$ cat src/rtl/muxn_pipe.sv
// N-way signed word selector feeding a 2-entry skid FIFO with valid/ready handshakes on both sides.
// Optional sticky out-of-range select flag (port sel_err) is built only when MUXN_PIPE_SELERR_EN is defined.
module muxn_pipe #(
    parameter  int NUM_IN     = 3,
    parameter  int DATA_WIDTH = 32,
    localparam int SEL_W      = (NUM_IN > 2) ? $clog2(NUM_IN) : 1
) (
    input  logic                           clk,
    input  logic                           rst,
    input  logic [NUM_IN*DATA_WIDTH-1:0]   din,
    input  logic [SEL_W-1:0]               select,
    input  logic                           in_valid,
    output logic                           in_ready,
    output logic signed [DATA_WIDTH-1:0]   dout,
    output logic                           out_valid,
    input  logic                           out_ready
`ifdef MUXN_PIPE_SELERR_EN
    ,
    output logic                           sel_err
`endif
);

    logic [1:0]            r_count;
    logic [DATA_WIDTH-1:0] r_headData;
    logic [DATA_WIDTH-1:0] r_tailData;
    logic [DATA_WIDTH-1:0] w_word;
    logic                  w_accept;
    logic                  w_consume;

    // Out-of-range selects fall through to the last channel because it is the default.
    always_comb begin
        w_word = din[(NUM_IN-1)*DATA_WIDTH +: DATA_WIDTH];
        for (int k = 0; k < NUM_IN - 1; k++) begin
            if (select == SEL_W'(k)) begin
                w_word = din[k*DATA_WIDTH +: DATA_WIDTH];
            end
        end
    end

    // in_ready is forced low while reset is held, independent of the clock.
    assign in_ready  = (r_count < 2'd2) && !rst;
    assign out_valid = (r_count != 2'd0);
    assign dout      = r_headData;
    assign w_accept  = in_valid && in_ready;
    assign w_consume = out_valid && out_ready;

    always_ff @(posedge clk or posedge rst) begin
        if (rst) begin
            r_count    <= 2'd0;
            r_headData <= '0;
            r_tailData <= '0;
        end else begin
            case (r_count)
                2'd0: begin
                    if (w_accept) begin
                        r_headData <= w_word;
                        r_count    <= 2'd1;
                    end
                end
                2'd1: begin
                    case ({w_accept, w_consume})
                        2'b11: r_headData <= w_word;
                        2'b10: begin
                            r_tailData <= w_word;
                            r_count    <= 2'd2;
                        end
                        2'b01: r_count <= 2'd0;
                        default: ;
                    endcase
                end
                2'd2: begin
                    // Full: nothing can be accepted, so only a drain moves the tail forward.
                    if (w_consume) begin
                        r_headData <= r_tailData;
                        r_count    <= 2'd1;
                    end
                end
                default: r_count <= 2'd0;
            endcase
        end
    end

`ifdef MUXN_PIPE_SELERR_EN
    localparam logic [SEL_W:0] NUM_IN_V = (SEL_W+1)'(NUM_IN);

    logic w_outOfRange;
    logic r_selErr;

    assign w_outOfRange = ({1'b0, select} >= NUM_IN_V);
    assign sel_err      = r_selErr;

    always_ff @(posedge clk or posedge rst) begin
        if (rst) begin
            r_selErr <= 1'b0;
        end else if (w_accept && w_outOfRange) begin
            r_selErr <= 1'b1;
        end
    end
`endif

endmodule

$ cat config.mk
export PLATFORM = sky130hd
export DESIGN_NAME = muxn_pipe
export DESIGN_NICKNAME = d
export VERILOG_FILES = /design/src/rtl/muxn_pipe.sv
export SDC_FILE = /design/constraint.sdc
export NUM_CORES = 1
export LEC_CHECK = 0
export ABC_AREA = 1
export CORE_ASPECT_RATIO = 0.5
export CORE_UTILIZATION = 41
export DETAILED_ROUTE_END_ITERATION = 16
export MAX_ROUTING_LAYER = met4
export PLACE_DENSITY_LB_ADDON = 0.08
export SLEW_MARGIN = 20
export SYNTH_ARGS = -nofsm -noshare
export SYNTH_HDL_FRONTEND = slang
export SYNTH_SLANG_ARGS = --single-unit
$ cat constraint.sdc
create_clock -name clk -period 1.72 [get_ports clk]
set_input_delay 0.172 -clock clk [delete_from_list [all_inputs] [get_ports clk]]
set_output_delay 0.172 -clock clk [all_outputs]
set_load 0.01 [all_outputs]
# Word level (Yosys, flattened, before mapping)
# Cells that the tools add are included.
# word_totals
regBits	66
latchBits	0
ramBits	0
mem_bits_ro	0
in_bits	102
out_inout_bits	34
word_cells	35
memories	0
# op_classes
add_sub_neg	0
multipliers	0
div	0
magnitude_cmp	1
eq_ne	10
shifts	0
muxes	10
n_bitwise	0
n_reduce_logical	11
# ops
cell	n
$mux W32	5
$pmux W32 S3	1
$eq A2 B1 Y1 const B	3
$eq A2 B2 Y1 const B	3
$pmux W2 S3	1
$logic_not A2 Y1	2
$mux W2	2
$ne A2 B2 Y1 const B	2
$pmux W2 S2	1
$reduce_and A4 Y1	1
$logic_and A1 B1 Y1	3
$ne A3 B2 Y1 const B	1
$reduce_and A3 Y1	1
$reduce_bool A3 Y1	1
$lt A2 B2 Y1 const B	1
$ne A2 B1 Y1 const B	1
$reduce_and A2 Y1	1
$reduce_bool A2 Y1	1
$logic_not A1 Y1	1

# Logic depth before layout (Yosys ltp)
# logic_depth
ltp_word	6
depth_mapped	9
depth_no_buf	7

# Least setup slack after synthesis
# OpenSTA, ideal clock, no wires.
# synth_path
path_type	register to register
from	reg r_count[1]
to	reg r_tailData[0]
setup_time_ns	0.116
arrival_time_ns	1.187
t_required_ns	1.604
path_slack_ns	0.417
path_stages_with_launch	8
path_buffers	1
synth_period_minus_slack_ns	1.303
path_cell_list	dfrtp_1 > nor2_2 > nand2_2 > nor2_2 > inv_1 > buf_2 > nand2_1 > nand2_1
# synth_between
elab_chain_len	5
elab_cells_between_ends	8
classes_between	order compare (1); eq/ne (2); reduce/logical (5)
# synth_rtl
item	line	rtl
start: declaration	23	logic [1:0] r_count;
start signal: assignment	49	r_count <= 2'd0;
start signal: assignment	57	r_count <= 2'd1;
start signal: assignment	65	r_count <= 2'd2;
$lt A2 B2 Y1	41	assign in_ready = (r_count < 2'd2) && !rst;
$logic_and A1 B1 Y1	41	
via in_ready	13	output logic in_ready,
$logic_and A1 B1 Y1	44	assign w_accept = in_valid && in_ready;
$eq A2 B2 Y1	61	case ({w_accept, w_consume})
$reduce_and A2 Y1 (no source line)	--	
end signal: assignment	64	r_tailData <= w_word;
end: declaration	25	logic [DATA_WIDTH-1:0] r_tailData;
# The timed path passes the listed nets, and every way through them passes these cells.
# A chain may end at the register's enable or synchronous reset.

# Worst setup path in the final report
# layout_path
from	reg r_count[1]
to	out out_valid
# layout_between
elab_chain_len	1
# layout_rtl
item	line	rtl
$reduce_bool A2 Y1	42	assign out_valid = (r_count != 2'd0);
end: declaration	15	output logic out_valid,
# No other way between the ends.

==> flow_summary_export.csv <==
group,metric,value,unit
routing,wl_met1,4960,um
synth,synth_edf_count,0,
synth,synth_top_cell_area_share,0.448,
clocking,clk_pin_slew_worst_paths,0.05,ns
grt,grt_overflow,0,
power_and_ir_drop,p_leak,2.76,nW
placement,io_buffers,135,
sta,min_period,1.67,ns
routing,via_per_inst,4.88,
placement,place_congestion,0.775,
routing,ant_nets,0,
floorplanning,die_x,136,um
sta,final.period_utilization,0.972,
clocking,cts_resized,0,
power_and_ir_drop,p_per_area,1350,nW/um2
grt,grt_use_total,0.248,
floorplanning,ios,136,
floorplanning,die_h,69.0,um
grt,antenna_found_initial,0,
final_layout,antennaDiodeCount,0,
synth,synth-seq-cells,66,
clocking,cts.htree.levels,3,
routing,dr.pass1.iters,4,
clocking,clock_path_buffers,2,
synth,ys_seq_area_frac,0.448,
worst_setup_path,cpPeakStageDelay,0.48,ns
floorplanning,rows,24,
sta,final-max-slew-violation-count,0,
worst_setup_path,r2r_setup_slack,0.32,ns
worst_setup_path,worstSetupEndpointType,"output pin",
clocking,cts_buffers,9,
synth,synth_cells,535,
routing,drt_wl_total,10300,um
worst_setup_path,critical_path_required,1.55,ns
floorplanning,die-area,9390,um2
sta,fmax,0.598,GHz
flow_run,maxCapViolations,0,
synth,synth_area,3680,um2
sta,grt_setup_unrepaired,"no",
sta,tightest_slew,0.387,ns
worst_setup_path,path_delay_family,"buffers and inverters",
sta,finalSetupViolations,0,
hold_path,hold_class,"in2async",
routing,dr_wl_met2,4670,um
clocking,clock_tree.root_cell,"clkbuf_16",
power_and_ir_drop,peakVddDrop,0.000641,V
grt,grt_pass1_wl,17800,um
synth,yosys_warnings,0,
worst_setup_path,crit_path_max_fanout,4,
synth,synthTopCellsByCount,"nand2_1 (262), dfrtp_1 (66), nand3_1 (64), nor2_1 (49), nand4_1 (32)",
sta,fin_skew,0.00556,ns
clocking,clkSinkCount,66,
grt,grt_pass1_vias,3852,
floorplanning,initial_core_util,0.423,
worst_setup_path,crit_start,"r_count[1]",
final_layout,syn2layout_area_growth,48.1,%
placement,dp.cells,767,
placement,pre_cts_ws,0.0845,ns
sta,fin_setup_tns,0,ns
routing,num_vias,3814,
clocking,cts_hold_buf,0,
worst_setup_path,path_cells,"or2_4 > clkdlybuf4s50_1",
synth,avgSynthCellArea,6.89,um2
synth,synth.most_common_cell,"nand2_1",
floorplanning,coreArea,8710,um2
final_layout,final_util,0.627,
worst_setup_path,worst_path_max_delay_cell,"clkdlybuf4s50_1",
synth,yosys.area.top_type,"dfrtp_1",
final_layout,layout-drive-gt1-share,0.0797,
synth,synthesis.nets,637,
worst_setup_path,critPathArrivalTime,1.50,ns
worst_setup_path,cp_num_buf_inv,1,
grt,grt_max_degree,67,
clocking,cts_tree,"yes",
synth,ys_types,14,
sta,layout_setup_ws,0.0479,ns
routing,drt_iter0_markers,235,
synth,async_reset_ff_frac,1.00,
worst_setup_path,critPathKind,"reg2out",
clocking,clk_latency,0.33,ns
worst_setup_path,reg2reg_from,"r_count[1]",
routing,wl_per_cell,13.2,um
status,outcome,"complete, no violations",
synth,synth_flop_cell,"dfrtp_1",
final_layout,final-instance-count-excl-fill,782,
clocking,cts_setup_buffers,0,
sta,hold_viol_final,0,
sta,holdWs,0.361,ns
synth,yosys-top-cells-area,"dfrtp_1 (45%), nand2_1 (27%), nand3_1 (8.7%)",
routing,topRoutingLayerUsed,"met4",
routing,drc_errors,0,
sta,slew-limit-headroom,0.742,
worst_setup_path,cp-start-kind,"flip-flop",
placement,place_hpwl,6870,um
final_layout,nets,763,
routing,wl_met3,624,um
report_power, final:
group	internal, W	switching (W)
clock network	0.000956	0.000631
registers	0.00227	0.000403
logic	0.00157	0.00156
total	0.00479	0.00260
registers in the layout, summed over array words and instances, names as in the netlist:
signal,count
dout,32
r_count,2
r_tailData,32
stage by stage:
stage	power, W	area (um2)
CTS	0.00746	5460
finish	0.00739	5460
detailed placement	0.00583	5200
global route	0.00798	5460
global placement	0.00578	5200
floorplan	0.00437	3690
cell families (layout without fill, tap and decap cells):
family,Yosys count,after routing,synth area share
AND/OR/NAND/NOR,429,429,0.496
flip-flops,66,66,0.448
buffers and inverters,39,169,0.0543
AO/OA/AOI/OAI,1,1,0.00136
worst paths after layout:
path                                  end  cells after the start
setup / recovery                out_valid                      2
hold / removal              r_tailData[2]                      3
setup reg to reg           r_tailData[16]                      6
hold reg to reg            r_tailData[22]                      2
max in group asynchronous        dout[26]                      3
min in group clk               r_count[1]                      3
worst register-to-register path: stages, from the launching register on:
cell and delay, ns:
dfrtp_1 0.42, nor2_2 0.17, nand2_2 0.09, nor2_2 0.13, buf_4 0.31, nand2_1 0.13, nand2_1 0.09
layout by cell type (no fill, tap or decap), drive strengths merged:
| cell | netlist | layout |
|---|---|---|
| dfrtp | 66 | 66 |
| clkinvlp | 0 | 1 |
| or2 | 1 | 1 |
| nand4 | 32 | 32 |
| inv | 5 | 4 |
| clkbuf | 3 | 11 |
| clkinv | 0 | 4 |
| clkdlybuf4s50 | 0 | 135 |
| nand3 | 64 | 64 |
| nor2 | 68 | 68 |
| a21oi | 1 | 1 |
| nand2 | 264 | 264 |
| buf | 31 | 14 |
area by class of cell:
class                      instances  area (um2)
timing repair buffer             149        1540
inverter                           5        22.5
multi-input combinational        430        1840
sequential                        66        1650
tap                              117         146
clock buffer                      11         233
clock inverter                     4        20.0
fill                             801        3250
per-layer routing:
layer,vias to the layer above,track usage
li1,1965,-
met1,1738,0.320
met2,102,0.395
met3,9,0.0567
met4,0,0.0593
met5,-,-
Note: power is estimated with default switching activity, not from simulation.
